[config.mk]
export PLATFORM = sky130hd
export DESIGN_NAME = imm_encoder
export DESIGN_NICKNAME = d
export VERILOG_FILES = /design/src/rtl/imm_encoder_pkg.sv /design/src/rtl/imm_encoder_pack_check.sv /design/src/rtl/imm_encoder.sv
export SDC_FILE = /design/constraint.sdc
export NUM_CORES = 1
export LEC_CHECK = 0
export ABC_AREA = 0
export CELL_PAD_IN_SITES_DETAIL_PLACEMENT = 0
export CELL_PAD_IN_SITES_GLOBAL_PLACEMENT = 1
export CORE_MARGIN = 1.5
export CORE_UTILIZATION = 35
export CTS_BUF_LIST = sky130_fd_sc_hd__clkbuf_16
export DETAILED_ROUTE_END_ITERATION = 10
export PLACE_DENSITY = 0.95
export RECOVER_POWER = 50
export SLEW_MARGIN = 20
export SYNTH_ARGS = -nofsm -noshare
export SYNTH_HDL_FRONTEND = slang
export SYNTH_HIERARCHICAL = 1
export SYNTH_SLANG_ARGS = --single-unit
[constraint.sdc]
create_clock -name clk -period 4.8 [get_ports clk]
set_clock_uncertainty 0.1 [all_clocks]
set_input_delay 0.96 -clock clk [delete_from_list [all_inputs] [get_ports clk]]
set_output_delay 0.96 -clock clk [all_outputs]
set_load 0.01 [all_outputs]
[src/rtl/imm_encoder_pkg.sv]
// Shared types for the LA32R immediate encoder: instruction/data words, the
// immediate format enumeration, the per-format field mask and a range helper.
package imm_encoder_pkg;

   typedef logic [31:0] Instr;
   typedef logic [31:0] DType;

   typedef enum logic [2:0] {
      ITYPE_NONE = 3'd0,
      ITYPE_I8   = 3'd1,
      ITYPE_I12  = 3'd2,
      ITYPE_I14  = 3'd3,
      ITYPE_I16  = 3'd4,
      ITYPE_I20  = 3'd5,
      ITYPE_I21  = 3'd6,
      ITYPE_I26  = 3'd7
   } Itype;

   localparam int IMM_ERR_CNT_W_DEF = 16;

   // Instruction bits occupied by the immediate of each format.
   function automatic Instr imm_field_mask(Itype t);
      Instr m;
      case (t)
         ITYPE_I8:  m = 32'h0000_7C00;
         ITYPE_I12: m = 32'h003F_FC00;
         ITYPE_I14: m = 32'h00FF_FC00;
         ITYPE_I16: m = 32'h03FF_FC00;
         ITYPE_I20: m = 32'h01FF_FFE0;
         ITYPE_I21: m = 32'h03FF_FC1F;
         ITYPE_I26: m = 32'h03FF_FFFF;
         default:   m = 32'h0000_0000;
      endcase
      return m;
   endfunction

   // True when v[31:b] are all copies of v[b], i.e. v fits a (b+1)-bit signed field.
   function automatic logic sext_ok(DType v, int unsigned b);
      logic signed [31:0] s;
      s = $signed(v) >>> b;
      return (s == '0) || (s == '1);
   endfunction

endpackage

[src/rtl/imm_encoder_pack_check.sv]
// Combinational immediate packer: slices the immediate into the instruction
// field positions of the selected format and flags range/alignment errors.
// With IMM_ENCODER_SELFCHECK_EN defined this file also provides imm_gen, the
// decode-side immediate generator used to cross-check the encoder output.
module imm_pack_check
   import imm_encoder_pkg::*;
(
   input  Itype       itype_i,
   input  logic       unsign_i,
   input  DType       imm_i,
   output Instr       field_o,
   output Instr       mask_o,
   output logic       err_o
);

   // Field placement and error detection; field bits are the truncated slices
   // regardless of whether the immediate is representable.
   always_comb begin
      field_o = '0;
      mask_o  = imm_field_mask(itype_i);
      err_o   = 1'b0;
      case (itype_i)
         ITYPE_I8: begin
            field_o[14:10] = imm_i[4:0];
            err_o          = |imm_i[31:5];
         end
         ITYPE_I12: begin
            field_o[21:10] = imm_i[11:0];
            err_o          = unsign_i ? (|imm_i[31:12]) : !sext_ok(imm_i, 11);
         end
         ITYPE_I14: begin
            field_o[23:10] = imm_i[15:2];
            err_o          = (|imm_i[1:0]) || !sext_ok(imm_i, 15);
         end
         ITYPE_I16: begin
            field_o[25:10] = imm_i[17:2];
            err_o          = (|imm_i[1:0]) || !sext_ok(imm_i, 17);
         end
         ITYPE_I20: begin
            field_o[24:5]  = imm_i[31:12];
            err_o          = |imm_i[11:0];
         end
         ITYPE_I21: begin
            field_o[4:0]   = imm_i[20:16];
            field_o[25:10] = imm_i[15:0];
            err_o          = !sext_ok(imm_i, 20);
         end
         ITYPE_I26: begin
            field_o[9:0]   = imm_i[27:18];
            field_o[25:10] = imm_i[17:2];
            err_o          = (|imm_i[1:0]) || !sext_ok(imm_i, 27);
         end
         default: begin
            field_o = '0;
            err_o   = 1'b0;
         end
      endcase
   end

endmodule

`ifdef IMM_ENCODER_SELFCHECK_EN
// Decode-side immediate generator: recovers the immediate from an encoded word.
module imm_gen
   import imm_encoder_pkg::*;
(
   input  Instr  instr_i,
   input  Itype  itype_i,
   input  logic  unsign_i,
   output DType  imm_o,
   output logic  valid_o
);

   // Reassemble and extend the immediate according to its format.
   always_comb begin
      imm_o   = '0;
      valid_o = 1'b1;
      case (itype_i)
         ITYPE_I8:  imm_o = {27'b0, instr_i[14:10]};
         ITYPE_I12: imm_o = unsign_i ? {20'b0, instr_i[21:10]}
                                     : {{20{instr_i[21]}}, instr_i[21:10]};
         ITYPE_I14: imm_o = {{16{instr_i[23]}}, instr_i[23:10], 2'b00};
         ITYPE_I16: imm_o = {{14{instr_i[25]}}, instr_i[25:10], 2'b00};
         ITYPE_I20: imm_o = {instr_i[24:5], 12'b0};
         ITYPE_I21: imm_o = {{11{instr_i[4]}}, instr_i[4:0], instr_i[25:10]};
         ITYPE_I26: imm_o = {{4{instr_i[9]}}, instr_i[9:0], instr_i[25:10], 2'b00};
         default:   valid_o = 1'b0;
      endcase
   end

endmodule
`endif

[src/rtl/imm_encoder.sv]
// LA32R immediate encoder: merges an immediate into a base instruction behind
// a single-entry valid/ready output register and keeps a saturating count of
// erroneous requests.
// Optional macro IMM_ENCODER_SELFCHECK_EN adds a decode cross-check and the
// sticky selfcheck_fail output.
module imm_encoder
   import imm_encoder_pkg::*;
#(
   parameter int ERR_CNT_W = IMM_ERR_CNT_W_DEF
) (
   input  logic                 clk,
   input  logic                 rst_n,
   input  logic                 in_valid,
   output logic                 in_ready,
   input  Instr                 in_base,
   input  Itype                 in_itype,
   input  logic                 in_unsign,
   input  DType                 in_imm,
   output logic                 out_valid,
   input  logic                 out_ready,
   output Instr                 out_instr,
   output logic                 out_err,
   output logic                 err_sticky,
   output logic [ERR_CNT_W-1:0] err_cnt,
   input  logic                 clr_err
`ifdef IMM_ENCODER_SELFCHECK_EN
   ,output logic                selfcheck_fail
`endif
);

   localparam logic [ERR_CNT_W-1:0] CNT_MAX = '1;
   localparam logic [ERR_CNT_W-1:0] CNT_ONE = {{(ERR_CNT_W-1){1'b0}}, 1'b1};

   Instr                 pk_field;
   Instr                 pk_mask;
   logic                 pk_err;
   logic                 accept;

   logic                 out_valid_q, out_valid_d;
   Instr                 out_instr_q, out_instr_d;
   logic                 out_err_q,   out_err_d;
   logic                 sticky_q,    sticky_d;
   logic [ERR_CNT_W-1:0] cnt_q,       cnt_d;

   imm_pack_check u_pack (
      .itype_i  (in_itype),
      .unsign_i (in_unsign),
      .imm_i    (in_imm),
      .field_o  (pk_field),
      .mask_o   (pk_mask),
      .err_o    (pk_err)
   );

   // The register can take a new request whenever it is empty or being drained.
   assign in_ready = !out_valid_q || out_ready;
   assign accept   = in_valid && in_ready;

   // Next state of the output register and the error counters; clear beats increment.
   always_comb begin
      out_valid_d = out_valid_q;
      out_instr_d = out_instr_q;
      out_err_d   = out_err_q;
      sticky_d    = sticky_q;
      cnt_d       = cnt_q;

      if (accept) begin
         out_valid_d = 1'b1;
         out_instr_d = (in_base & ~pk_mask) | pk_field;
         out_err_d   = pk_err;
      end else if (out_ready) begin
         out_valid_d = 1'b0;
      end

      if (clr_err) begin
         sticky_d = 1'b0;
         cnt_d    = '0;
      end else if (accept && pk_err) begin
         sticky_d = 1'b1;
         if (cnt_q != CNT_MAX) begin
            cnt_d = cnt_q + CNT_ONE;
         end
      end
   end

   // State registers with synchronous active-low reset; a pending result is dropped.
   always_ff @(posedge clk) begin
      if (!rst_n) begin
         out_valid_q <= 1'b0;
         out_instr_q <= '0;
         out_err_q   <= 1'b0;
         sticky_q    <= 1'b0;
         cnt_q       <= '0;
      end else begin
         out_valid_q <= out_valid_d;
         out_instr_q <= out_instr_d;
         out_err_q   <= out_err_d;
         sticky_q    <= sticky_d;
         cnt_q       <= cnt_d;
      end
   end

   assign out_valid  = out_valid_q;
   assign out_instr  = out_instr_q;
   assign out_err    = out_err_q;
   assign err_sticky = sticky_q;
   assign err_cnt    = cnt_q;

`ifdef IMM_ENCODER_SELFCHECK_EN
   Itype sc_itype_q;
   logic sc_unsign_q;
   DType sc_imm_q;
   DType sc_dec;
   logic sc_dec_vld;
   logic sc_bad;
   logic sc_fail_q;

   // Remember the request that produced the registered result.
   always_ff @(posedge clk) begin
      if (accept) begin
         sc_itype_q  <= in_itype;
         sc_unsign_q <= in_unsign;
         sc_imm_q    <= in_imm;
      end
   end

   imm_gen u_gen (
      .instr_i  (out_instr_q),
      .itype_i  (sc_itype_q),
      .unsign_i (sc_unsign_q),
      .imm_o    (sc_dec),
      .valid_o  (sc_dec_vld)
   );

   // An in-range result must decode back to exactly the requested immediate.
   assign sc_bad = out_valid_q && !out_err_q && sc_dec_vld && (sc_dec != sc_imm_q);

   // Sticky self-check failure flag.
   always_ff @(posedge clk) begin
      if (!rst_n) begin
         sc_fail_q <= 1'b0;
      end else if (sc_bad) begin
         sc_fail_q <= 1'b1;
      end
   end

   assign selfcheck_fail = sc_fail_q;

   a_roundtrip: assert property (@(posedge clk) disable iff (!rst_n) !sc_bad);
`endif

endmodule

# ---- Word level (Yosys, flattened, before mapping)
# Index checks and enable logic that the tools add are counted.
dict set report classes {
  muxes 12
  n_reduce_logical 33
  add_sub_neg 1
  bitwise 4
  eq_ne 13
}
# operator n
set op_table {}
lappend op_table {{case mux 26 bit (7 select lines)} 1}
lappend op_table {{equality test 32 bit, second input constant} 5}
lappend op_table {{zero test 32 bit} 5}
lappend op_table {{bitwise AND 32 bit} 1}
lappend op_table {{inverter 32 bit} 1}
lappend op_table {{OR 32 x 26 -> 32 bit} 1}
lappend op_table {{OR reduction 27 bit} 1}
lappend op_table {{case mux 7 bit (3 select lines)} 1}
lappend op_table {{case mux 5 bit (2 select lines)} 2}
lappend op_table {{OR reduction 20 bit} 1}
lappend op_table {{adder 16 x 1 -> 16 bit, second input constant} 1}
lappend op_table {{!= test 16 bit, second input constant} 1}
lappend op_table {{case mux 5 bit (3 select lines)} 1}
lappend op_table {{equality test 3 bit, second input constant} 4}
lappend op_table {{OR reduction 12 bit} 1}
lappend op_table {{logical OR 1 bit} 9}
lappend op_table {{OR reduction 2 bit} 4}
lappend op_table {{case mux 1 bit (7 select lines)} 1}
lappend op_table {{equality test 3 x 2 -> 1 bit, second input constant} 2}
lappend op_table {{zero test 1 bit} 6}
lappend op_table {{case mux 2 bit (3 select lines)} 1}
lappend op_table {{OR reduction 3 bit} 2}
lappend op_table {{equality test 3 x 1 -> 1 bit, second input constant} 1}
lappend op_table {{2-to-1 mux 1 bit} 3}
lappend op_table {{other kinds (6)} 7}
dict set report word_totals {
  regBits 51
  wordCells 68
}

# ---- Longest topological paths before layout
# Gate-level depths: netlist (run 1).
dict set report depth {
  word_depth 7
  depth_mapped 9
}

# ---- Cells and area by module
# The synthesis (run 1) kept the hierarchy.
# mod area_each_um2 cells_each seq_area_each_um2 instances
set modules_own_cells {}
lappend modules_own_cells {imm_encoder 2414.8 287 1021.0 1}
lappend modules_own_cells {imm_pack_check 1173.6 189 0.0 1}

# ---- Worst setup path after synthesis (run 1)
# OpenSTA, ideal clock, no wires.
dict set report synth_timing {
  kind {input to register}
  startpoint {input port in_imm[23]}
  endpoint {register cnt_q[15], in the netlist err_cnt[15]}
  setup_time_ns 0.086
  path_buffers 0
  arrival_time_ns 2.908
  path_slack_ns 1.707
  path_stages 9
  t_required_ns 4.614
  path_cell_list {or4_4 -> nor3_2 -> nand4_1 -> o2111ai_1 -> o2111ai_1 -> and2_1 -> and4_1 -> and4_1 -> a211oi_1}
}
dict set report synth_between {
  elab_chain_cells 7
}
# element line_no
set synth_lines {}
lappend synth_lines {{start, declared} imm_encoder.sv:18} ;# input DType in_imm,
lappend synth_lines {{equality test 32 bit or zero test 32 bit (tied branches)} imm_encoder_pkg.sv:41} ;# return (s == '0) || (s == '1);
lappend synth_lines {{logical OR 1 bit} imm_encoder_pkg.sv:41}
lappend synth_lines {{zero test 1 bit (on tied branches)} {imm_encoder_pack_check.sv:29, imm_encoder_pack_check.sv:33, imm_encoder_pack_check.sv:37}}
lappend synth_lines {{2-to-1 mux 1 bit (tied with other cells)} imm_encoder_pack_check.sv:29} ;# err_o = unsign_i ? (|imm_i[31:12]) : !sext_ok(imm_i, 11);
lappend synth_lines {{case mux 1 bit (7 select lines) (*)} imm_encoder_pack_check.sv:22} ;# case (itype_i)
lappend synth_lines {{via pk_err} imm_encoder.sv:36} ;# logic pk_err;
lappend synth_lines {{logical AND 1 bit (*)} imm_encoder.sv:77} ;# end else if (accept && pk_err) begin
lappend synth_lines {{AND reduction 2 bit (no line) (*)} -}
lappend synth_lines {{end signal, assigned} imm_encoder.sv:98} ;# cnt_q <= cnt_d;
lappend synth_lines {{end, declared} imm_encoder.sv:43} ;# logic [ERR_CNT_W-1:0] cnt_q, cnt_d;
# The timed path passes the listed nets; every way through them passes the cells marked *.
# A chain may end at the register's enable or synchronous reset.

# ---- Final worst setup path (run 1)
dict set report layout_timing {
  startpoint {input port rst_n}
  endpoint {register cnt_q[3], in the netlist err_cnt[3]}
}
dict set report layout_between {
  elab_chain_cells 2
}
# element line_no
set layout_lines {}
lappend layout_lines {{start, declared} imm_encoder.sv:12} ;# input logic rst_n,
lappend layout_lines {{inverter 1 bit (no line)} -}
lappend layout_lines {{OR reduction 2 bit (no line)} -}
# No other way between the ends.

==> results of run 1 <==
[sequential cells by signal, summed over array words and instances (netlist names)]
signal,flops
err_cnt,16
err_sticky,1
out_err,1
out_instr,32
out_valid,1
[kinds of logic after synthesis]
kind of cell    synth area share
fa+ha+maj               0.003486
xor+xnor                0.002441
compound gates            0.2901
mux                      0.05021
other cells             0.001045
flops                     0.2845
buf+inv                   0.1342
simple gates              0.2340
[placed cells by master, fill, tap and decap left out, drive strengths merged, types with 8 or more instances in the layout]
master         instances
inv                   40
dfxtp                 51
nor2b                 12
nand4                 12
dlygate4sd3           50
clkdlybuf4s50         73
conb                  12
nand2                 51
o21ai                 10
nor2                  27
a21oi                 59
o211a                 32
mux2i                 18
or3                    8
[cell type report]
class / count / area share
clock buffer: 5 / 0.02567
timing repair buffer: 129 / 0.2606
multi-input combinational: 340 / 0.4367
sequential: 51 / 0.2095
tap: 133 / 0.03415
clock inverter: 3 / 0.003338
inverter: 39 / 0.03004
[per-stage QoR]
step	instances	instance area, um2	worst slack [ps]
floorplan	487	3630	1707
global placement	692	4736	871.0
detailed placement	692	4736	780.5
CTS	700	4877	1081
global route	700	4873	657.4
finish	700	4873	951.7
[worst max-delay path, cell delays in order]
cell and delay [ps]:
clkdlybuf4s50_1 450, clkbuf_1 1150, nand2b_1 680, or4_1 660, nand2_1 70
[where the power goes]
group | total, W | switching, W | internal, W
Clock | 0.000348 | 0.000158 | 0.000191
Sequential | 0.000461 | 0.0000130 | 0.000448
Combinational | 0.000283 | 0.000139 | 0.000144
[layer usage]
metal | track usage | share of wire | vias to the layer above
li1 | - | - | 1866
met1 | 0.2754 | 0.46 | 1751
met2 | 0.3188 | 0.45 | 143
met3 | 0.04135 | 0.063 | 14
met4 | 0.06448 | 0.018 | 0
met5 | 0 | 0 | -
[worst min-delay path by stage]
stage	startpoint	end	slack, ps	cells past startpoint
2_1_floorplan	out_err	out_err	400	2
3_3_place_gp	err_sticky	err_sticky	360	2
3_5_place_dp	err_sticky	err_sticky	370	2
4_1_cts	err_sticky	err_sticky	380	2
5_1_grt	out_instr[7]	out_instr[7]	410	1
6_report	err_sticky	err_sticky	370	2
==> results.toml, run 1 <==
[synth]
synth_top_area_cell = "dfxtp_1"
ys.flop_type = "dfxtp_1"
avgSynthCellArea_um2 = 7.539
ys_types = 52
synth_common_cells = "59 x a21oi_1, 51 x dfxtp_1, 51 x nand2_1, 39 x inv_1, 32 x o211a_1"
synthArstFlopShare = 0
syn_area_um2 = 3588
synth_top_area_share = 0.2845
ys_top_cells_by_area = "dfxtp_1 28%, o211a_1 8.9%, a21oi_1 8.2%"
synth_cells = 476
synth.most_common_cell = "a21oi_1"
ys_seq_elements = 51
ys_seq_area_frac = 0.2845
synth_warnings = 6
synth_edf_count = 0

[power]
power.total_w = 0.001092
p_leak_nw = 2.279
p_per_area_nw_per_um2 = 224.0
vdd_ir_drop_max_mv = 0.1339

[sta]
fin_setup_tns_ps = 0
tightest_slew_ps = 1598
slew_headroom = -0.06508
period_minus_slack_ps = 3848
period_share = 0.8017
finalHoldViolCount = 0
fin_hold_ws_ps = 369.7
timing.fmax_mhz = 259.9
rsz0062_at_grt = "false"
setup_viol = 0
maxSlewViolCount = 37

[final_layout]
multi_input_area_um2 = 2128
nFillCells = 964
drive_gt1_frac = 0.03880
syn2layout_area_growth_pct = 35.81
diodes = 0
fin_nets = 640
postLayoutCoreUtil = 0.4940
final-seq-area_um2 = 1021

[setup_path]
worst-r2r-cell-count = 6
arrival_ps = 3980
crit_end = "err_cnt[3]"
r2r-start = "out_valid"
crit_required_ps = 4930
reg2reg_slack_ps = 2720
cp_max_fo = 36
worstReg2RegEnd = "out_instr[15]"
crit_path_end_kind = "register"
critPathKind = "input port to register"
timing.critical_path.from = "rst_n"
cp-start-kind = "input port"

[route]
via_per_inst = 5.391
drc = 0
vias = 3774
drt-initial-drc-count = 319
drtPass1Iterations = 5
routed_wl_mm = 11.09
detail-route-antenna-nets = 0
wl_per_cell_um = 15.84

[clock_network]
cts.sinks = 51
cts_buffer_depth = 2
postCtsSetupRepairBufs = 0
htree_levels = 2
cts_resized = 0
cts_hold_buf = 0
cts_buffers = 5
clk_pin_slew_ps = 70
worstSkewPairLatency_ps = 290
root_buffer = "clkbuf_16"
cts_tree = "built"

[floorplan]
die_h_um = 104.3
die_w_um = 104.3
rows = 36
design.die.area_um2 = 10870
io_pins = 125
initial_core_util = 0.3638
coreArea_um2 = 9864

[hold_path]
hp-class = "register to register"

[global_route]
grt_pass1_vias = 3574
antenna_found_initial = 0
overflow = 0
gr-usage-all-layers = 0.2020
grt_max_degree = 47
grt_first_pass_wirelength_mm = 18.14

[placement]
place.gp.congestion = 0.9227
port_buffers = 124
dp_hpwl_mm = 8.514

[outcome]
status = "finished with violations"
violations = "max-capacitance violations, max-slew violations"

[job]
drv_cap = 1
(Power assumes the default switching activity.)
==> inputs of run 2 (changes only) <==
--- a/config.mk
+++ b/config.mk
@@ -9,10 +9,10 @@
 export CELL_PAD_IN_SITES_DETAIL_PLACEMENT = 0
 export CELL_PAD_IN_SITES_GLOBAL_PLACEMENT = 1
 export CORE_MARGIN = 1.5
-export CORE_UTILIZATION = 35
+export CORE_UTILIZATION = 32
 export CTS_BUF_LIST = sky130_fd_sc_hd__clkbuf_16
 export DETAILED_ROUTE_END_ITERATION = 10
-export PLACE_DENSITY = 0.95
+export PLACE_DENSITY = 0.89
 export RECOVER_POWER = 50
 export SLEW_MARGIN = 20
 export SYNTH_ARGS = -nofsm -noshare
==> constraint.sdc (replaced) <==
create_clock -name clk -period 3.8 [get_ports clk]
set_clock_uncertainty 0.1 [all_clocks]
set_input_delay 0.76 -clock clk [delete_from_list [all_inputs] [get_ports clk]]
set_output_delay 0.76 -clock clk [all_outputs]
set_load 0.01 [all_outputs]
==> run 2 against run 1 <==
Compared with the run above: design area grew 1.4%; utilization shrank 4.0 points; setup slack lost 530 ps; clock-buffer cell count is the same; critical path type unchanged; the flow still finishes with violations (max-capacitance violations, max-slew violations); routed wire length grew 5.1%.
==> results.toml, run 2 (synthesis results as in run 1) <==
[clock_network]
worstSkewPairLatency_ps = 290
root_buffer = "clkbuf_16"
cts_buffers = 5
cts_hold_buf = 0
htree_levels = 2
cts_tree = "built"
cts_resized = 0
postCtsSetupRepairBufs = 0
cts_buffer_depth = 2
clk_pin_slew_ps = 70
cts.sinks = 51

[setup_path]
r2r-start = "err_cnt[0]"
crit_end = "err_cnt[15]"
worst-r2r-cell-count = 5
reg2reg_slack_ps = 1810
cp_cell_sequence = "clkdlybuf4s50_1 -> or4_4 -> nor3_2 -> nand4_1 -> o2111ai_1 -> o2111ai_1 -> and2_1 -> and4_1 -> and4_1 -> a211oi_1"
critPathKind = "input port to register"
crit_required_ps = 3910
path_delay_family = "simple AND/OR/NAND/NOR gates"
arrival_ps = 3490
cp_max_fo = 5
cpMaxStageDelayCell = "or4_4"
crit_path_end_kind = "register"
timing.critical_path.from = "in_imm[23]"
crit_buf_inv = 1
crit_cells = 10
cp-start-kind = "input port"
worstReg2RegEnd = "err_cnt[3]"
slowest_delay_ps = 580

[route]
drtPass1Iterations = 5
drt-initial-drc-count = 255
routed_wl_mm = 11.66
vias = 3787
drc = 0
via_per_inst = 5.311
wl_per_cell_um = 16.35
detail-route-antenna-nets = 0

[floorplan]
die_w_um = 108.9
rows = 38
die_h_um = 108.9
io_pins = 125
initial_core_util = 0.3296
design.die.area_um2 = 11860
coreArea_um2 = 10890

[placement]
place.gp.congestion = 0.9544
port_buffers = 124
place_area_um2 = 4802
pre_cts_slack_ps = 151.2
dp.cells = 705
dp_hpwl_mm = 9.101

[power]
p_leak_nw = 2.307
power.total_w = 0.001393
p_per_area_nw_per_um2 = 281.8
vdd_ir_drop_max_mv = 0.1994

[sta]
finalHoldViolCount = 0
fin_setup_tns_ps = 0
period_share = 0.8895
slew_headroom = -0.06654
setup_viol = 0
fin_ws_ps = 419.7
rsz0062_at_grt = "false"
timing.fmax_mhz = 295.8
tightest_slew_ps = 1600
period_minus_slack_ps = 3380
maxSlewViolCount = 35

[global_route]
use_met1 = 0.2574
antenna_found_initial = 0
met2_usage = 0.3353
overflow = 0
gr-usage-all-layers = 0.1990
grt_first_pass_wirelength_mm = 18.61
grt_max_degree = 51
busiest_layer = "met2"
grt_pass1_vias = 3684
use_met3 = 0.04124

[final_layout]
layout_commonest_cell = "clkdlybuf4s50_1"
diodes = 0
multi_input_area_um2 = 2128
final-seq-area_um2 = 1021
syn2layout_area_growth_pct = 37.76
drive_gt1_frac = 0.04887
fin_area_um2 = 4943
layout_common_cells = "73 x clkdlybuf4s50_1, 59 x a21oi_1, 51 x nand2_1, 51 x dfxtp_1, 50 x dlygate4sd3_1"
nFillCells = 1092
largest_register_ffs = 32
fin_nets = 646
stdcell_count = 713

[outcome]
status = "finished with violations"
violations = "max-capacitance violations, max-slew violations"

[job]
drv_cap = 1

[hold_path]
hp-class = "register to register"
-- run 2: cell types whose count changed in the layout (fill, tap and decap cells not counted) --
| cell | delta |
|---|---|
| inv_1 | -1 |
| clkinv_2 | -1 |
| buf_12 | +1 |
| clkinv_4 | +1 |
| buf_4 | +5 |
| clkinv_1 | +1 |
-- run 2: worst min-delay path, delay by kind of cell, from the launching register on --
family	cells	cell delay, ps
simple gates	2	110
flops	1	320
-- run 2: power by group --
part	internal (W)	switching (W)	total [W]
registers	0.000565	0.0000157	0.000581
clock network	0.000243	0.000200	0.000443
logic	0.000187	0.000182	0.000369
-- run 2: cell type report --
type / instances / area share
clock buffer: 5 / 0.02531
clock inverter: 3 / 0.004050
inverter: 39 / 0.02961
multi-input combinational: 340 / 0.4305
sequential: 51 / 0.2065
tap: 140 / 0.03543
timing repair buffer: 135 / 0.2685
-- run 2: worst min path at each step --
stage	start	end	depth (start not counted)
2_1_floorplan	out_err	out_err	2
3_3_place_gp	err_sticky	err_sticky	2
3_5_place_dp	err_sticky	err_sticky	2
4_1_cts	err_sticky	err_sticky	2
5_1_grt	err_sticky	err_sticky	2
6_report	err_sticky	err_sticky	2
-- run 2: per-layer routing --
metal / vias up / wire length (um)
met4: 0 / 122
met1: 1767 / 5151
li1: 1882 / -
met2: 130 / 5580
met5: - / 0
met3: 8 / 805
-- run 2: metrics by stage --
stage          hold slack (ps)  utilization
2_1_floorplan            399.8            -
4_1_cts                  384.6       0.4544
5_1_grt                  408.4       0.4540
3_5_place_dp             369.4       0.4410
3_3_place_gp             366.0       0.4410
6_report                 368.2       0.4540
